## src/rtl/spi_flash_pkg.sv

```systemverilog
// Shared definitions for the SPI flash master and its RDID capture stage.
//   id_state_e          - capture FSM state encoding
//   RDID_INSTRUCTION    - JEDEC read-ID opcode sent by the master
//   DEFAULT_EXPECTED_ID - {manufacturer, memory type, capacity} of the fitted part
//   id_byte()           - selects one byte of a 24-bit JEDEC ID (0 = manufacturer)
package spi_flash_pkg;

  typedef enum logic [2:0] {
    ST_IDLE    = 3'd0,
    ST_SKIP    = 3'd1,
    ST_CAPTURE = 3'd2,
    ST_DONE    = 3'd3,
    ST_WAIT_CS = 3'd4
  } id_state_e;

  localparam logic [7:0]  RDID_INSTRUCTION    = 8'h9F;
  localparam logic [23:0] DEFAULT_EXPECTED_ID = 24'h20BA18;

  function automatic logic [7:0] id_byte(input logic [23:0] id, input logic [1:0] idx);
    logic [7:0] sel;
    case (idx)
      2'd0:    sel = id[23:16];
      2'd1:    sel = id[15:8];
      default: sel = id[7:0];
    endcase
    return sel;
  endfunction

endpackage

```

## src/rtl/flash_id_capture_if.sv

```systemverilog
// Bus between the SPI master side and the RDID capture stage.
//   spi_clk / spi_cs_n / spi_miso - registered SPI clock, chip select (active low), flash data out
//   manuf_id / mem_type / capacity - captured JEDEC ID bytes
//   id_valid / id_error            - one-cycle strobes (new ID, aborted frame)
//   id_match / busy                - levels (ID equals reference, capture in progress)
// master: drives the SPI lines and observes the results; slave: the capture stage.
interface flash_id_capture_if;
  logic       spi_clk;
  logic       spi_cs_n;
  logic       spi_miso;
  logic [7:0] manuf_id;
  logic [7:0] mem_type;
  logic [7:0] capacity;
  logic       id_valid;
  logic       id_match;
  logic       id_error;
  logic       busy;

  modport master (
    output spi_clk, spi_cs_n, spi_miso,
    input  manuf_id, mem_type, capacity, id_valid, id_match, id_error, busy
  );

  modport slave (
    input  spi_clk, spi_cs_n, spi_miso,
    output manuf_id, mem_type, capacity, id_valid, id_match, id_error, busy
  );
endinterface

```

## src/rtl/spi_edge_detect.sv

```systemverilog
// Edge detector for the master's registered SPI clock and chip select.
//   clk, reset_n        - system clock, asynchronous active-low reset
//   spi_clk, spi_cs_n   - registered SPI clock / chip select (synchronous to clk)
//   sck_rise            - spi_clk is high now and was low last cycle
//   cs_fall / cs_rise   - chip select asserted / released this cycle
// The strobes are combinational against the one-cycle-delayed copies so that
// spi_miso is sampled in the same clk cycle the rising SPI edge appears.
module spi_edge_detect (
  input  logic clk,
  input  logic reset_n,
  input  logic spi_clk,
  input  logic spi_cs_n,
  output logic sck_rise,
  output logic cs_fall,
  output logic cs_rise
);

  logic sck_d_r;
  logic cs_d_r;

  // One-cycle delayed copies; chip select resets to its inactive (high) level.
  always_ff @(posedge clk or negedge reset_n) begin
    if (!reset_n) begin
      sck_d_r <= 1'b0;
      cs_d_r  <= 1'b1;
    end else begin
      sck_d_r <= spi_clk;
      cs_d_r  <= spi_cs_n;
    end
  end

  assign sck_rise = spi_clk & ~sck_d_r;
  assign cs_fall  = ~spi_cs_n & cs_d_r;
  assign cs_rise  = spi_cs_n & ~cs_d_r;

endmodule

```

## src/rtl/flash_id_capture.sv

```systemverilog
// Receive side of the RDID transaction: ignores the instruction bits after CS
// falls, shifts in the 24 response bits MSB-first and presents the JEDEC ID.
//   clk, reset_n - system clock (also the SPI master's clock), async active-low reset
//   bus (slave)  - SPI inputs in; manuf_id/mem_type/capacity, id_valid, id_match,
//                  id_error, busy out (all registered)
module flash_id_capture
  import spi_flash_pkg::*;
#(
  parameter int          INST_BITS   = 8,
  parameter int          DATA_BITS   = 24,
  parameter logic [23:0] EXPECTED_ID = DEFAULT_EXPECTED_ID
) (
  input  logic               clk,
  input  logic               reset_n,
  flash_id_capture_if.slave  bus
);

  localparam logic [5:0] INST_LAST = 6'(INST_BITS) - 6'd1;
  localparam logic [5:0] DATA_LAST = 6'(DATA_BITS) - 6'd1;

  id_state_e   state_r, state_next_s;
  logic [5:0]  bit_cnt_r;
  logic [23:0] shift_r;
  logic        sck_rise_s, cs_fall_s, cs_rise_s;
  logic        cnt_clr_s, cnt_inc_s, shift_en_s, load_s, abort_s;

  logic [7:0]  manuf_id_r, mem_type_r, capacity_r;
  logic        id_valid_r, id_match_r, id_error_r, busy_r;

  spi_edge_detect u_edge (
    .clk      (clk),
    .reset_n  (reset_n),
    .spi_clk  (bus.spi_clk),
    .spi_cs_n (bus.spi_cs_n),
    .sck_rise (sck_rise_s),
    .cs_fall  (cs_fall_s),
    .cs_rise  (cs_rise_s)
  );

  // FSM state register.
  always_ff @(posedge clk or negedge reset_n) begin
    if (!reset_n) begin
      state_r <= ST_IDLE;
    end else begin
      state_r <= state_next_s;
    end
  end

  // Next-state and datapath control. CS release is checked before the SPI
  // edge so a coincident edge is never counted on an aborted frame.
  always_comb begin
    state_next_s = state_r;
    cnt_clr_s    = 1'b0;
    cnt_inc_s    = 1'b0;
    shift_en_s   = 1'b0;
    load_s       = 1'b0;
    abort_s      = 1'b0;
    case (state_r)
      ST_IDLE: begin
        cnt_clr_s = 1'b1;
        if (cs_fall_s) begin
          state_next_s = ST_SKIP;
        end else begin
          state_next_s = ST_IDLE;
        end
      end
      ST_SKIP: begin
        if (cs_rise_s) begin
          abort_s      = 1'b1;
          cnt_clr_s    = 1'b1;
          state_next_s = ST_IDLE;
        end else if (sck_rise_s) begin
          if (bit_cnt_r == INST_LAST) begin
            cnt_clr_s    = 1'b1;
            state_next_s = ST_CAPTURE;
          end else begin
            cnt_inc_s = 1'b1;
          end
        end else begin
          state_next_s = ST_SKIP;
        end
      end
      ST_CAPTURE: begin
        if (cs_rise_s) begin
          abort_s      = 1'b1;
          cnt_clr_s    = 1'b1;
          state_next_s = ST_IDLE;
        end else if (sck_rise_s) begin
          shift_en_s = 1'b1;
          if (bit_cnt_r == DATA_LAST) begin
            cnt_clr_s    = 1'b1;
            state_next_s = ST_DONE;
          end else begin
            cnt_inc_s = 1'b1;
          end
        end else begin
          state_next_s = ST_CAPTURE;
        end
      end
      ST_DONE: begin
        load_s = 1'b1;
        // A CS release landing on this single cycle would otherwise be missed
        // and leave the block parked in WAIT_CS.
        if (cs_rise_s) begin
          state_next_s = ST_IDLE;
        end else begin
          state_next_s = ST_WAIT_CS;
        end
      end
      ST_WAIT_CS: begin
        if (cs_rise_s) begin
          state_next_s = ST_IDLE;
        end else begin
          state_next_s = ST_WAIT_CS;
        end
      end
      default: begin
        state_next_s = ST_IDLE;
      end
    endcase
  end

  // Bit counter and response shift register.
  always_ff @(posedge clk or negedge reset_n) begin
    if (!reset_n) begin
      bit_cnt_r <= 6'd0;
      shift_r   <= 24'd0;
    end else begin
      if (cnt_clr_s) begin
        bit_cnt_r <= 6'd0;
      end else if (cnt_inc_s) begin
        bit_cnt_r <= bit_cnt_r + 6'd1;
      end else begin
        bit_cnt_r <= bit_cnt_r;
      end
      if (shift_en_s) begin
        shift_r <= {shift_r[22:0], bus.spi_miso};
      end else begin
        shift_r <= shift_r;
      end
    end
  end

  // Output registers: ID bytes and match flag only move on the DONE cycle.
  always_ff @(posedge clk or negedge reset_n) begin
    if (!reset_n) begin
      manuf_id_r <= 8'd0;
      mem_type_r <= 8'd0;
      capacity_r <= 8'd0;
      id_valid_r <= 1'b0;
      id_match_r <= 1'b0;
      id_error_r <= 1'b0;
      busy_r     <= 1'b0;
    end else begin
      if (load_s) begin
        manuf_id_r <= id_byte(shift_r, 2'd0);
        mem_type_r <= id_byte(shift_r, 2'd1);
        capacity_r <= id_byte(shift_r, 2'd2);
        id_match_r <= (shift_r == EXPECTED_ID);
      end else begin
        manuf_id_r <= manuf_id_r;
        mem_type_r <= mem_type_r;
        capacity_r <= capacity_r;
        id_match_r <= id_match_r;
      end
      id_valid_r <= load_s;
      id_error_r <= abort_s;
      busy_r     <= (state_next_s != ST_IDLE);
    end
  end

  assign bus.manuf_id = manuf_id_r;
  assign bus.mem_type = mem_type_r;
  assign bus.capacity = capacity_r;
  assign bus.id_valid = id_valid_r;
  assign bus.id_match = id_match_r;
  assign bus.id_error = id_error_r;
  assign bus.busy     = busy_r;

endmodule

```

## src/flat_wrapper.sv

```systemverilog
// flat-port wrapper written by rule: the top's interface ports become plain ports
module flash_id_capture_flat import spi_flash_pkg::*;
#(
  parameter int          INST_BITS   = 8,
  parameter int          DATA_BITS   = 24,
  parameter logic [23:0] EXPECTED_ID = DEFAULT_EXPECTED_ID
)
  (clk, reset_n, bus_spi_clk, bus_spi_cs_n, bus_spi_miso, bus_manuf_id, bus_mem_type, bus_capacity, bus_id_valid, bus_id_match, bus_id_error, bus_busy);
  flash_id_capture_if bus_i ();
  input  logic clk;
  input  logic reset_n;
  input wire logic [$bits(bus_i.spi_clk)-1:0] bus_spi_clk;
  input wire logic [$bits(bus_i.spi_cs_n)-1:0] bus_spi_cs_n;
  input wire logic [$bits(bus_i.spi_miso)-1:0] bus_spi_miso;
  output wire logic [$bits(bus_i.manuf_id)-1:0] bus_manuf_id;
  output wire logic [$bits(bus_i.mem_type)-1:0] bus_mem_type;
  output wire logic [$bits(bus_i.capacity)-1:0] bus_capacity;
  output wire logic [$bits(bus_i.id_valid)-1:0] bus_id_valid;
  output wire logic [$bits(bus_i.id_match)-1:0] bus_id_match;
  output wire logic [$bits(bus_i.id_error)-1:0] bus_id_error;
  output wire logic [$bits(bus_i.busy)-1:0] bus_busy;
  assign bus_i.spi_clk = bus_spi_clk;
  assign bus_i.spi_cs_n = bus_spi_cs_n;
  assign bus_i.spi_miso = bus_spi_miso;
  assign bus_manuf_id = bus_i.manuf_id;
  assign bus_mem_type = bus_i.mem_type;
  assign bus_capacity = bus_i.capacity;
  assign bus_id_valid = bus_i.id_valid;
  assign bus_id_match = bus_i.id_match;
  assign bus_id_error = bus_i.id_error;
  assign bus_busy = bus_i.busy;
  flash_id_capture #(.INST_BITS(INST_BITS), .DATA_BITS(DATA_BITS), .EXPECTED_ID(EXPECTED_ID)) u_core (.clk(clk), .reset_n(reset_n), .bus(bus_i));
endmodule
```

## config.mk

```make
export PLATFORM = sky130hd
export DESIGN_NAME = flash_id_capture_flat
export DESIGN_NICKNAME = d
export VERILOG_FILES = /design/src/rtl/spi_flash_pkg.sv /design/src/rtl/flash_id_capture_if.sv /design/src/rtl/spi_edge_detect.sv /design/src/rtl/flash_id_capture.sv /design/src/flat_wrapper.sv
export SDC_FILE = /design/constraint.sdc
export NUM_CORES = 1
export LEC_CHECK = 0
export ABC_CLOCK_PERIOD_IN_PS = 2260
export CORE_ASPECT_RATIO = 1.75
export CORE_MARGIN = 2
export CORE_UTILIZATION = 54
export DETAILED_ROUTE_END_ITERATION = 7
export PLACE_DENSITY = 0.89
export REMOVE_ABC_BUFFERS = 1
export SYNTH_ARGS = -nofsm -noshare
export SYNTH_HDL_FRONTEND = slang
export SYNTH_SLANG_ARGS = --single-unit
```

## constraint.sdc

```tcl
create_clock -name clk -period 2.26 [get_ports clk]
set_clock_uncertainty 0.1 [all_clocks]
set_input_delay 0.339 -clock clk [delete_from_list [all_inputs] [get_ports clk]]
set_output_delay 0.339 -clock clk [all_outputs]
set_load 0.005 [all_outputs]
```

==> impl_metrics.py, run 1 <==
metrics = {
    "outcome": {
        "outcome": "completed",
    },
    "sta": {
        "hold_ws_ns": 0.2957,
        "rsz0062_at_grt": "no",
        "finalMaxSlewViolations": 0,
        "setup_viol_count_final": 0,
        "worst_slack_ns": 0.1973,
        "period_share": 0.9127,
        "maxSlewHeadroom": 0.7320,
        "fin_crit_ns": 2.063,
        "clock.fmax_mhz": 484.8,
        "hold_viol": 0,
        "worst_slew_pin_slew_ns": 0.4014,
        "tns_ns": 0,
    },
    "synthesis": {
        "synth-seq-cells": 63,
        "ys_top_cells_by_area": "dfrtp_1 58%, nand2_1 12%, mux2_1 8.5%, mux2_2 1.7%, nor4b_1 1.3%",
        "syn_avg_cell_area_sq_um": 11.13,
        "yosysTopAreaCellShare": 0.5833,
        "synthesis.area_sq_mm": 0.002660,
        "ys_types": 41,
        "netlist_instances": 239,
        "ys.warnings.count": 0,
        "yosysSeqAreaShare": 0.5931,
        "synth_top_area_cell": "dfrtp_1",
    },
    "route": {
        "drc": 0,
        "wirelength_um": 4877,
        "first_iter_violations": 32,
        "vias": 1851,
        "routedWlPerCell_um": 14.56,
        "drt-pass1-iter-count": 4,
        "via_per_inst": 5.525,
        "ant_nets": 0,
    },
    "cells_and_area": {
        "utilization": 0.6914,
        "fin_nets": 284,
        "fin_cells": 335,
        "drive_gt1_frac": 0.1201,
        "syn_to_final_growth_pct": 22.34,
        "antennaDiodeCount": 0,
    },
    "power": {
        "pwr-share-seq": 0.505,
        "power_leakage_nw": 1.639,
        "p_sw_mw": 0.4777,
        "power.internal_mw": 1.812,
        "ir_drop_v": 0.0009294,
        "switching_share": 0.2086,
        "power_density_mw_per_mm2": 703.7,
        "p_comb_frac": 0.049,
        "clkPwrFrac": 0.446,
    },
    "job": {
        "drv_cap": 0,
    },
    "setup_path": {
        "r2r_end": "u_core.bit_cnt_r[4]$_DFFE_PN0P_",
        "cp-end-kind": "register",
        "crit_start": "u_core.u_edge.cs_d_r$_DFF_PN1_",
        "critical-path-top-delay-family": "simple AND/OR/NAND/NOR gates",
        "crit_type": "reg2reg",
        "critical_path_arrival_ns": 2.17,
        "path_buf_inv": 0,
        "startpoint_type": "register",
        "regToRegSetupSlack_ns": 0.20,
        "crit-reg2reg-launch": "u_core.u_edge.cs_d_r$_DFF_PN1_",
        "critPathMaxFanout": 7,
        "r2r_cells": 5,
        "cpMaxStageDelayCell": "dfstp_2",
        "required_ns": 2.37,
        "critPathMaxStageDelay_ns": 0.54,
        "crit_chain": "and2b_4, or3_4, a221oi_4, nand4_1, mux2i_1",
    },
    "clock_network": {
        "cts.sinks": 63,
        "clock-root-buffer": "clkbuf_8",
        "cts_max_path_buffers": 2,
        "cts_tree": "yes",
        "insertion_delay_ns": 0.33,
        "clk_pin_slew_ns": 0.07,
        "cts_buffers": 9,
        "htree_levels": 3,
    },
    "global_routing": {
        "grt_overflow": 0,
        "antenna_found_initial": 0,
        "grt_pass1_wl_um": 8452,
        "grt_pass1_vias": 1975,
        "grt_max_degree": 56,
        "grt.total_usage": 0.1977,
    },
    "floorplanning": {
        "dieArea_sq_mm": 0.005525,
        "num_rows": 33,
        "coreArea_sq_mm": 0.004707,
        "boundaryPins": 33,
        "fp.dieW_um": 57.06,
        "start_util": 0.5651,
        "die_h_um": 96.85,
    },
    "placement": {
        "place.port_buffers": 32,
        "dp_hpwl_um": 3421,
        "dp_cells": 318,
        "gp_congestion": 0.9309,
        "post-place-ws_ns": -0.04094,
    },
    "worst_hold_path": {
        "hold_path.class": "in2async",
    },
}
registers in the layout, indices dropped and copies added, names as in the netlist, 3 cells and up:
register	cells
u_core.shift_r	24
u_core.bus.capacity	8
u_core.bus.manuf_id	8
u_core.bus.mem_type	8
u_core.bit_cnt_r	6
u_core.state_r	3
power by group through the flow:
stage               Combinational, mW  Clock [mW]  Sequential (mW)
floorplan                      0.0494           0             1.17
global placement                0.109           0             1.18
detailed placement              0.112           0             1.18
CTS                             0.115        1.03             1.16
global route                    0.127        1.09             1.16
finish                          0.113        1.02             1.16
final cells by class:
class,count,area (sq um)
clock buffers,12,135.1
inverters,5,18.77
repair buffers,40,402.9
multi-input cells,159,984.7
fillers,361,1453
flip-flops and latches,63,1578
well taps,52,65.06
clock inverters,4,70.07
routing by layer:
layer  GRT usage  vias up  routed length (um)
met1      0.2043      923                1860
met4      0.1270        0                 160
met2      0.3395       39                2669
met3     0.05214       17                 187
met5           0        -                   0
li1            -      872                   -
cell families (layout without fill, tap and decap cells):
logic type                 count (synthesis)  after routing  synth area share
adders and majority gates                  1              1          0.004703
DFF                                       63             63            0.5931
muxes                                     27             27            0.1129
buffers and inverters                     17             61           0.03668
xor gates and xnor gates                   2              2          0.006586
AOI/OAI and AO/OA                         12             12           0.03904
and+or+nand+nor                          117            117            0.2070
worst max-delay path by stage:
stage	endpoint	cells after the start	slack, ns
detailed placement	u_core.shift_r[23]$_DFFE_PN0P_	7	-0.04
CTS	u_core.bit_cnt_r[4]$_DFFE_PN0P_	5	0.20
global placement	u_core.shift_r[21]$_DFFE_PN0P_	7	0.04
global route	u_core.bit_cnt_r[4]$_DFFE_PN0P_	5	0.1
finish	u_core.bit_cnt_r[4]$_DFFE_PN0P_	5	0.20
floorplan	u_core.shift_r[0]$_DFFE_PN0P_	4	0.27
cells in the final DEF, fill, tap and decap left out, types with 2 or more instances in the layout:
master / count
nand3_1: 2
nor4b_1: 4
clkdlybuf4s50_1: 31
a211oi_1: 3
buf_12: 2
nand2b_1: 3
a21oi_1: 2
mux2i_1: 3
clkbuf_1: 3
clkinv_2: 2
dfrtp_1: 62
nor2_1: 4
mux2_1: 20
xnor2_1: 2
buf_4: 5
mux2_2: 4
nand4_1: 3
nand2_1: 84
bufinv_16: 2
inv_1: 4
nor4bb_1: 2
nor3_1: 4
clkbuf_8: 9
what timing repair did:
| action | 4_1_cts | 5_1_grt |
|---|---|---|
| endpoints found under the hold margin | 8 | 0 |
| endpoints found under the setup margin | 0 | 0 |
| hold buffers | 1 | 0 |
| buffers inserted | 0 | 0 |
| resized for setup | 0 | 0 |
per-stage QoR:
step / instance area [sq um] / total power, mW
after detailed placement: 3039 / 1.289
final: 3254 / 2.290
after floorplan: 2581 / 1.224
after global placement: 3039 / 1.285
after global routing: 3254 / 2.372
after CTS: 3254 / 2.304
cells in the mapped netlist:
cell and n:
a211oi_1 3, a21bo_2 1, a21oi_1 2, a221oi_4 1, a31oi_1 1, and2b_4 1, buf_2 3, buf_4 2
buf_6 3, clkbuf_1 4, dfrtp_1 62, dfstp_2 1, ha_1 1, inv_1 4, inv_2 1, mux2_1 20
mux2_2 4, mux2i_1 3, nand2_1 84, nand2b_1 3, nand2b_4 1, nand3_1 2, nand3b_1 1, nand4_1 3
nand4bb_1 1, nor2_1 4, nor2b_1 1, nor3_1 4, nor3b_2 1, nor4_1 1, nor4b_1 4, nor4bb_1 2
o211ai_1 1, o21ai_0 1, o2bb2ai_1 1, o31ai_1 1, or2_1 1, or2_2 1, or3_1 1, or3_4 1
xnor2_1 2
Power figures use the tool's default switching activity.
==> run 2: changes to the inputs <==
--- a/config.mk
+++ b/config.mk
@@ -6,9 +6,11 @@
 export NUM_CORES = 1
 export LEC_CHECK = 0
 export ABC_CLOCK_PERIOD_IN_PS = 2260
+export CELL_PAD_IN_SITES_DETAIL_PLACEMENT = 0
+export CELL_PAD_IN_SITES_GLOBAL_PLACEMENT = 2
 export CORE_ASPECT_RATIO = 1.75
 export CORE_MARGIN = 2
-export CORE_UTILIZATION = 54
+export CORE_UTILIZATION = 36
 export DETAILED_ROUTE_END_ITERATION = 7
 export PLACE_DENSITY = 0.89
 export REMOVE_ABC_BUFFERS = 1
==> run 2 against run 1 <==
  * Hold slack improved by 0.073 ns
  * Total power increased by 13%
  * Sequential power about the same
  * Global-route usage decreased by 5.4 points
  * Core utilization decreased by 22 points
  * Clock power increased by 29%
  * Critical path depth unchanged
  * Critical path type unchanged
  * Critical endpoint unchanged
==> impl_metrics.py, run 2 (same netlist as run 1, synthesis figures left out) <==
metrics = {
    "worst_hold_path": {
        "min_path_cells": 2,
        "hold_path.class": "reg2reg",
        "whs_endpoint": "u_core.bus.manuf_id[3]$_DFFE_PN0P_",
        "hp-start": "u_core.bus.manuf_id[3]$_DFFE_PN0P_",
    },
    "setup_path": {
        "crit_type": "reg2reg",
        "critical_path_arrival_ns": 2.15,
        "startpoint_type": "register",
        "r2r_end": "u_core.bit_cnt_r[4]$_DFFE_PN0P_",
        "critPathMaxFanout": 7,
        "r2r_cells": 5,
        "regToRegSetupSlack_ns": 0.20,
        "cp-end-kind": "register",
        "crit-reg2reg-launch": "u_core.u_edge.cs_d_r$_DFF_PN1_",
        "required_ns": 2.36,
    },
    "outcome": {
        "outcome": "completed",
    },
    "sta": {
        "period_share": 0.9093,
        "setup_viol_count_final": 0,
        "worst_slew_pin_slew_ns": 0.6154,
        "clock.fmax_mhz": 486.6,
        "rsz0062_at_grt": "no",
        "worst_slack_ns": 0.2049,
        "maxSlewHeadroom": 0.5897,
        "tns_ns": 0,
        "fin_crit_ns": 2.055,
        "finalMaxSlewViolations": 0,
        "hold_viol": 0,
    },
    "cells_and_area": {
        "final_common_cell": "nand2_1",
        "drive_gt1_frac": 0.1364,
        "top_register": "u_core.shift_r",
        "mostFrequentLayoutCells": "84 x nand2_1, 62 x dfrtp_1, 31 x clkdlybuf4s50_1",
        "stdcell_area_sq_mm": 0.003411,
        "fillers": 691,
        "largest_reg_flops": 24,
        "utilization": 0.4749,
        "antennaDiodeCount": 0,
        "syn_to_final_growth_pct": 28.22,
        "fin_nets": 287,
    },
    "route": {
        "drc": 0,
        "first_iter_violations": 80,
        "drt-pass1-iter-count": 3,
        "wirelength_um": 5000,
        "routedWlPerCell_um": 13.44,
        "via_per_inst": 4.812,
        "vias": 1790,
        "ant_nets": 0,
    },
    "power": {
        "ir_drop_v": 0.0003287,
        "p_comb_frac": 0.044,
        "pwr-share-seq": 0.446,
        "total_power_mw": 2.597,
        "clkPwrFrac": 0.509,
        "switching_share": 0.2076,
        "p_sw_mw": 0.5390,
        "power_leakage_nw": 1.694,
        "power.internal_mw": 2.058,
        "power_density_mw_per_mm2": 761.3,
    },
    "clock_network": {
        "clk_pin_slew_ns": 0.05,
        "cts.sinks": 63,
        "htree_levels": 3,
        "cts_max_path_buffers": 2,
        "insertion_delay_ns": 0.33,
        "clock-root-buffer": "clkbuf_16",
        "cts_buffers": 9,
        "cts_tree": "yes",
    },
    "placement": {
        "post-place-ws_ns": -0.04237,
        "gp_congestion": 0.7876,
        "dp_hpwl_um": 3560,
        "place.port_buffers": 32,
        "postPlaceCellArea_sq_mm": 0.003104,
    },
    "floorplanning": {
        "die_h_um": 117.7,
        "coreArea_sq_mm": 0.007182,
        "num_rows": 41,
        "fp.dieW_um": 68.98,
        "dieArea_sq_mm": 0.008120,
        "start_util": 0.3704,
        "boundaryPins": 33,
    },
    "global_routing": {
        "grt_overflow": 0,
        "antenna_found_initial": 0,
        "grt_pass1_vias": 1760,
        "grt.total_usage": 0.1435,
        "grt_max_degree": 27,
        "grt_pass1_wl_um": 8390,
    },
    "job": {
        "drv_cap": 0,
    },
}
## run 2: cell count changes in the layout (fill, tap and decap cells not counted)
cell,change
clkbuf_1,-2
clkbuf_8,-5
clkinv_2,-1
buf_4,+3
bufinv_16,-2
clkbuf_16,+9
clkinvlp_4,+1
## run 2: worst max-delay path, cell delays in order, from the launching register on
cell and delay (ns):
dfstp_2 0.54, and2b_4 0.19, or3_4 0.37, a221oi_4 0.42, nand4_1 0.17, mux2i_1 0.14
## run 2: metrics by stage
step	instances	hold slack [ns]
after floorplan	227	-0.05659
after global placement	355	0.2852
after detailed placement	355	0.2955
after CTS	372	0.3732
after global routing	372	0.3948
final	372	0.3691
## run 2: power groups by stage
stage	logic [mW]	registers (mW)	clock network, mW
after floorplan	0.0494	1.17	0
after global placement	0.115	1.18	0
after detailed placement	0.117	1.18	0
after CTS	0.119	1.16	1.36
after global routing	0.131	1.16	1.40
final	0.115	1.16	1.32
## run 2: worst max path at each step
stage                              startpoint                         endpoint  slack [ns]  cells past startpoint
2_1_floorplan     u_core.state_r[1]$_DFF_PN0_    u_core.shift_r[0]$_DFFE_PN0P_        0.27                      4
6_report       u_core.u_edge.cs_d_r$_DFF_PN1_  u_core.bit_cnt_r[4]$_DFFE_PN0P_        0.20                      5
5_1_grt        u_core.u_edge.cs_d_r$_DFF_PN1_  u_core.bit_cnt_r[4]$_DFFE_PN0P_        0.14                      5
3_3_place_gp                     bus_spi_cs_n   u_core.shift_r[13]$_DFFE_PN0P_      -0.004                      7
3_5_place_dp                     bus_spi_cs_n   u_core.shift_r[10]$_DFFE_PN0P_       -0.04                      7
4_1_cts        u_core.u_edge.cs_d_r$_DFF_PN1_  u_core.bit_cnt_r[4]$_DFFE_PN0P_        0.19                      5
## run 2: layer usage
| layer | routed length (um) | share of wire | GRT usage |
|---|---|---|---|
| met1 | 1974 | 0.39 | 0.1541 |
| met2 | 2746 | 0.55 | 0.2374 |
| met3 | 134 | 0.027 | 0.04876 |
| met4 | 144 | 0.029 | 0.07721 |
| met5 | 0 | 0 | 0 |
## run 2: what timing repair did
item	CTS	global route
gates resized for setup	0	0
hold buffers	1	0
setup buffers	0	0
hold endpoints to repair	22	0
## run 2: final cells by class
cell class / count / area (sq um) / share of cell area
sequential: 63 / 1578 / 0.4626
clock buffer: 14 / 284.0 / 0.08327
clock inverter: 2 / 12.51 / 0.003668
tap: 86 / 107.6 / 0.03155
timing repair buffer: 43 / 425.4 / 0.1247
inverter: 5 / 18.77 / 0.005503
multi-input combinational: 159 / 984.7 / 0.2887
